==> src/rtl/mem_port_arbiter_pkg.sv <==
// Shared types and defaults for the instruction/data memory port arbiter.
// Included by the arbiter top and its priority sub-module.
package mem_port_arbiter_pkg;

    typedef enum logic {IDLE, WAIT_RD} arb_state_t;

    typedef enum logic [1:0] {OWN_NONE, OWN_FETCH, OWN_DATA} arb_owner_t;

    localparam int ARB_AW         = 32;
    localparam int ARB_DW         = 32;
    localparam int ARB_STARVE_MAX = 4;

    // Width of a counter that must hold 0..max inclusive (never zero-width).
    function automatic int cnt_width(input int max);
        return (max < 2) ? 1 : $clog2(max + 1);
    endfunction

endpackage

==> src/rtl/mem_port_arbiter_arb_prio.sv <==
// Winner selection between fetch and data, with a saturating counter of
// consecutive data grants that lets a waiting fetch win once it saturates.
module mem_port_arbiter_arb_prio
    import mem_port_arbiter_pkg::*;
#(
    parameter int STARVE_MAX = ARB_STARVE_MAX
) (
    input  logic clk,
    input  logic reset,
    input  logic if_req,
    input  logic d_req,
    input  logic if_gnt,
    input  logic d_gnt,
    output logic sel_fetch
);

    localparam int CW = cnt_width(STARVE_MAX);
    localparam logic [CW-1:0] CNT_MAX = CW'(STARVE_MAX);

    logic [CW-1:0] r_starve_cnt;
    logic          w_saturated;

    assign w_saturated = (r_starve_cnt == CNT_MAX);
    assign sel_fetch   = if_req & (~d_req | w_saturated);

    // Only data grants that actually made a fetch wait count toward starvation.
    always_ff @(posedge clk) begin
        if (reset) begin
            r_starve_cnt <= '0;
        end else if (if_gnt || !if_req) begin
            r_starve_cnt <= '0;
        end else if (d_gnt && !w_saturated) begin
            r_starve_cnt <= r_starve_cnt + CW'(1);
        end
    end

endmodule

==> src/rtl/mem_port_arbiter.sv <==
// Serialises CPU fetch and load/store accesses onto one single-port memory,
// one outstanding transaction at a time; data has priority over fetch.
module mem_port_arbiter
    import mem_port_arbiter_pkg::*;
#(
    parameter int AW         = ARB_AW,
    parameter int DW         = ARB_DW,
    parameter int STARVE_MAX = ARB_STARVE_MAX
) (
    input  logic            clk,
    input  logic            reset,
    input  logic            if_req,
    input  logic [AW-1:0]   if_addr,
    output logic            if_gnt,
    output logic            if_rvalid,
    output logic [DW-1:0]   if_rdata,
    input  logic            d_req,
    input  logic [AW-1:0]   d_addr,
    input  logic [DW/8-1:0] d_we,
    input  logic [DW-1:0]   d_wdata,
    output logic            d_gnt,
    output logic            d_rvalid,
    output logic [DW-1:0]   d_rdata,
    output logic            mem_req,
    output logic [AW-1:0]   mem_addr,
    output logic [DW/8-1:0] mem_we,
    output logic [DW-1:0]   mem_wdata,
    input  logic            mem_ready,
    input  logic            mem_rvalid,
    input  logic [DW-1:0]   mem_rdata,
    output logic            err
);

    arb_state_t r_state;
    arb_owner_t r_owner;
    logic       w_sel_fetch;
    logic       w_idle;
    logic       w_accept;

    mem_port_arbiter_arb_prio #(
        .STARVE_MAX (STARVE_MAX)
    ) u_prio (
        .clk       (clk),
        .reset     (reset),
        .if_req    (if_req),
        .d_req     (d_req),
        .if_gnt    (if_gnt),
        .d_gnt     (d_gnt),
        .sel_fetch (w_sel_fetch)
    );

    assign w_idle = (r_state == IDLE);

    // Outputs are gated by reset so nothing leaks out during the reset cycle.
    always_comb begin
        mem_req   = !reset && w_idle && (if_req || d_req);
        mem_addr  = '0;
        mem_we    = '0;
        mem_wdata = '0;
        if (mem_req) begin
            if (w_sel_fetch) begin
                mem_addr = if_addr;
            end else begin
                mem_addr  = d_addr;
                mem_we    = d_we;
                mem_wdata = d_wdata;
            end
        end
        w_accept  = mem_req && mem_ready;
        if_gnt    = w_accept && w_sel_fetch;
        d_gnt     = w_accept && !w_sel_fetch;
        if_rvalid = !reset && !w_idle && mem_rvalid && (r_owner == OWN_FETCH);
        d_rvalid  = !reset && !w_idle && mem_rvalid && (r_owner == OWN_DATA);
        err       = !reset && w_idle && mem_rvalid;
        if_rdata  = mem_rdata;
        d_rdata   = mem_rdata;
    end

    // Stores complete on grant, so only reads occupy WAIT_RD.
    always_ff @(posedge clk) begin
        if (reset) begin
            r_state <= IDLE;
            r_owner <= OWN_NONE;
        end else begin
            case (r_state)
                IDLE: begin
                    if (if_gnt) begin
                        r_state <= WAIT_RD;
                        r_owner <= OWN_FETCH;
                    end else if (d_gnt && (d_we == '0)) begin
                        r_state <= WAIT_RD;
                        r_owner <= OWN_DATA;
                    end
                end
                WAIT_RD: begin
                    if (mem_rvalid) begin
                        r_state <= IDLE;
                        r_owner <= OWN_NONE;
                    end
                end
                default: begin
                    r_state <= IDLE;
                    r_owner <= OWN_NONE;
                end
            endcase
        end
    end

endmodule

==> config.mk <==
export PLATFORM = sky130hd
export DESIGN_NAME = mem_port_arbiter
export DESIGN_NICKNAME = d
export VERILOG_FILES = /design/src/rtl/mem_port_arbiter_pkg.sv /design/src/rtl/mem_port_arbiter_arb_prio.sv /design/src/rtl/mem_port_arbiter.sv
export SDC_FILE = /design/constraint.sdc
export NUM_CORES = 1
export LEC_CHECK = 0
export ABC_CLOCK_PERIOD_IN_PS = 1700
export BUFFER_PORTS_ARGS = -buffer_cell sky130_fd_sc_hd__buf_2
export CORE_AREA = 2 2 108 110
export DETAILED_ROUTE_END_ITERATION = 8
export DIE_AREA = 0 0 110 112
export GPL_TIMING_DRIVEN = 1
export MAX_ROUTING_LAYER = met4
export PLACE_DENSITY = 0.48
export SLEW_MARGIN = 20
export SYNTH_ARGS = -nofsm -noshare
export SYNTH_HDL_FRONTEND = slang
export SYNTH_SLANG_ARGS = --single-unit
==> constraint.sdc <==
create_clock -name clk -period 1.7 [get_ports clk]
set_input_delay 0.34 -clock clk [delete_from_list [all_inputs] [get_ports clk]]
set_output_delay 0.34 -clock clk [all_outputs]
set_load 0.01 [all_outputs]
==> impl_metrics.csv <==
group,metric,value,unit
setup_path,max_stage_delay,0.33,ns
routing,vias,2413,
sta,rsz0062_at_grt,"yes",
logic_synthesis,synthTopCellsByArea,"buf_4 (29%), and2_1 (14%), a21oi_1 (11%)",
logic_synthesis,synth_top_area_share,28.7,%
clock_network,clk_latency,0.23,ns
global_route,grt_use_total,12.9,%
setup_path,critPathMaxFanout,7,
layout,area_delta_synth_final,91.5,%
global_route,use_met3,1.64,%
clock_network,cts_sinks,6,
placement,dpl_worst_slack,-0.0522,ns
sta,final.setup_skew,0.00351,ns
sta,period_share,117,%
routing,drt_first_pass_iters,4,
floorplanning,core-area,11200,um2
power,leakage,1.55,nW
clock_network,cts_buffers,3,
clock_network,cts_tree,"built",
sta,finalCriticalPeriod,1.99,ns
run_status,violations,"setup timing",
clock_network,htree_num_levels,1,
clock_network,hold_buffers,0,
run_status,status,"finished with violations",
floorplanning,dieArea,12300,um2
logic_synthesis,ys_seq_area_share,7.18,%
setup_path,cpLargestDelayFamily,"buffers and inverters",
logic_synthesis,synth_most_common_cell,"buf_4",
setup_path,endpoint_kind,"output port",
placement,hpwl,6.18,mm
setup_path,path_cells,"inv_2, ha_4, a21boi_4, buf_6, clkbuf_16, o21ai_0, a21oi_2, buf_2",
routing,drc_errors,0,
routing,wl,9.31,mm
floorplanning,die_y,112,um
layout,drive_above_1_share,73.4,%
floorplanning,start_util,15.0,%
sta,tightest_slew,0.447,ns
setup_path,worstPathArrival,1.65,ns
logic_synthesis,synthDistinctLibCells,32,
setup_path,critical_path_class,"flip-flop to output port",
logic_synthesis,synthArstFlopShare,0,%
logic_synthesis,synth_flop_cell,"dfxtp_1",
floorplanning,ios,276,
global_route,grt_pass1_vias,2250,
worst_hold_path,hp-class,"input pin to flip-flop",
routing,first_iter_violations,100,
floorplanning,rows,39,
placement,routabilityCongestion,0.782,
floorplanning,die_w,110,um
global_route,grt_pass1_wl,11.7,mm
logic_synthesis,yosys_warnings,0,
routing,viasPerCell,4.42,
global_route,grt.busiest_layer,"met2",
global_route,gr-total-overflow,0,
global_route,grt_max_degree,37,
logic_synthesis,yosysTopAreaCell,"buf_4",
global_route,use_met1,13.1,%
setup_path,slowest_stage,"dfxtp_2",
routing,post_drt_wl_per_cell,17.1,um
setup_path,crit_buf_inv,4,
power,power_density,391,nW/um2
clock_network,cts-root-buf,"clkbuf_16",
sta,relSlewSlack,70.1,%
logic_synthesis,syn_inst,267,
logic_synthesis,netlist_area,1670,um2
logic_synthesis,synthTopCellsByCount,"buf_4 (64), a21oi_1 (38), and2_1 (37)",
power,ir_drop,0.000243,V
sta,fmax,503,MHz
sta,setup_viol,70,
clock_network,cts.clk_slew.worst_paths,0.04,ns
logic_synthesis,synth_area_per_cell,6.27,um2
placement,io_buffers,179,
sta,hold_violations,0,
logic_synthesis,synth_edf_count,0,
sta,setup_slack,-0.287,ns
logic_synthesis,synth_fp_nets,407,
clock_network,clock_path_buffers,2,
setup_path,cp-start-kind,"flip-flop",
sta,drv_slew,0,
logic_synthesis,synth-seq-cells,6,
routing,ant_nets,0,
layout,final_nets,544,
setup_path,critical_path_required,1.36,ns
global_route,antenna_found_initial,1,
global_route,use_met2,23.7,%
flow_run,drv_cap,0,
power,power,1.25,mW
sequential cells by signal, indices dropped and copies added, names as in the netlist:
signal,count
r_state,1
u_prio.r_starve_cnt,3
r_owner,2
tightest hold or removal path, stage by stage:
cell and delay, ns:
buf_2 0.14, nand4_1 0.09, a21oi_1 0.05
power breakdown:
part / total, mW / internal [mW] / switching (mW)
Clock: 0.385 / 0.302 / 0.0825
Combinational: 0.721 / 0.375 / 0.346
Sequential: 0.147 / 0.145 / 0.00260
Total: 1.25 / 0.822 / 0.431
cell usage in the layout, fill, tap and decap left out, types with 9 or more instances in the layout:
cell type / n
and2_4: 20
buf_2: 158
o21ai_0: 9
buf_4: 17
and2_1: 17
nand3_1: 26
buf_6: 30
o21ai_1: 21
a21oi_1: 12
a21oi_2: 26
cell type report:
class | instances | area, um2
Antenna cell | 1 | 2.50
Clock buffer | 3 | 75.1
Fill cell | 1209 | 7970
Inverter | 6 | 22.5
Multi-Input combinational cell | 169 | 1240
Sequential cell | 6 | 124
Tap cell | 143 | 179
Timing Repair Buffer | 218 | 1560
worst paths after layout:
kind,start,endpoint,slack [ns],depth (start not counted)
max,u_prio.r_starve_cnt[0],mem_addr[22],-0.29,8
min,mem_ready,u_prio.r_starve_cnt[1],0.44,3
max reg2reg,u_prio.r_starve_cnt[0],u_prio.r_starve_cnt[2],0.01,7
min reg2reg,r_owner[1],r_owner[1],0.48,2
stage by stage:
stage | instance area, um2 | utilization, % | instances | hold slack (ns) | setup TNS, ns
6_report | 3200 | 28.7 | 546 | 0.440 | -15.06
3_5_place_dp | 2480 | 22.2 | 523 | 0.464 | -0.670
2_1_floorplan | 1760 | - | 267 | 0.440 | -0.125
4_1_cts | 2790 | 25.0 | 532 | 0.436 | -10.18
5_1_grt | 3200 | 28.7 | 546 | 0.463 | -19.30
3_3_place_gp | 2480 | 22.2 | 523 | 0.461 | -0.0628
routing by layer:
metal | wire length, um | vias up
met5 | 0 | -
met4 | 312 | 0
met3 | 696 | 36
met2 | 5030 | 136
met1 | 3270 | 1108
li1 | - | 1133
repair_timing:
action / 4_1_cts / 5_1_grt
resized for setup: 41 / 72
cloned: 3 / 9
pin swaps: 13 / 32
endpoints found under the setup margin: 71 / 75
hold endpoints to repair: 0 / 0
setup buffers: 3 / 4
logic make-up (layout without fill, tap and decap cells):
group,count (synthesis),count (layout),synth area share (%)
compound gates,82,82,26.5
simple gates,85,85,29.0
other cells,0,1,0
fa+ha+maj,2,2,1.50
buf+inv,92,227,35.8
flops,6,6,7.18
Power figures use the tool's default switching activity.
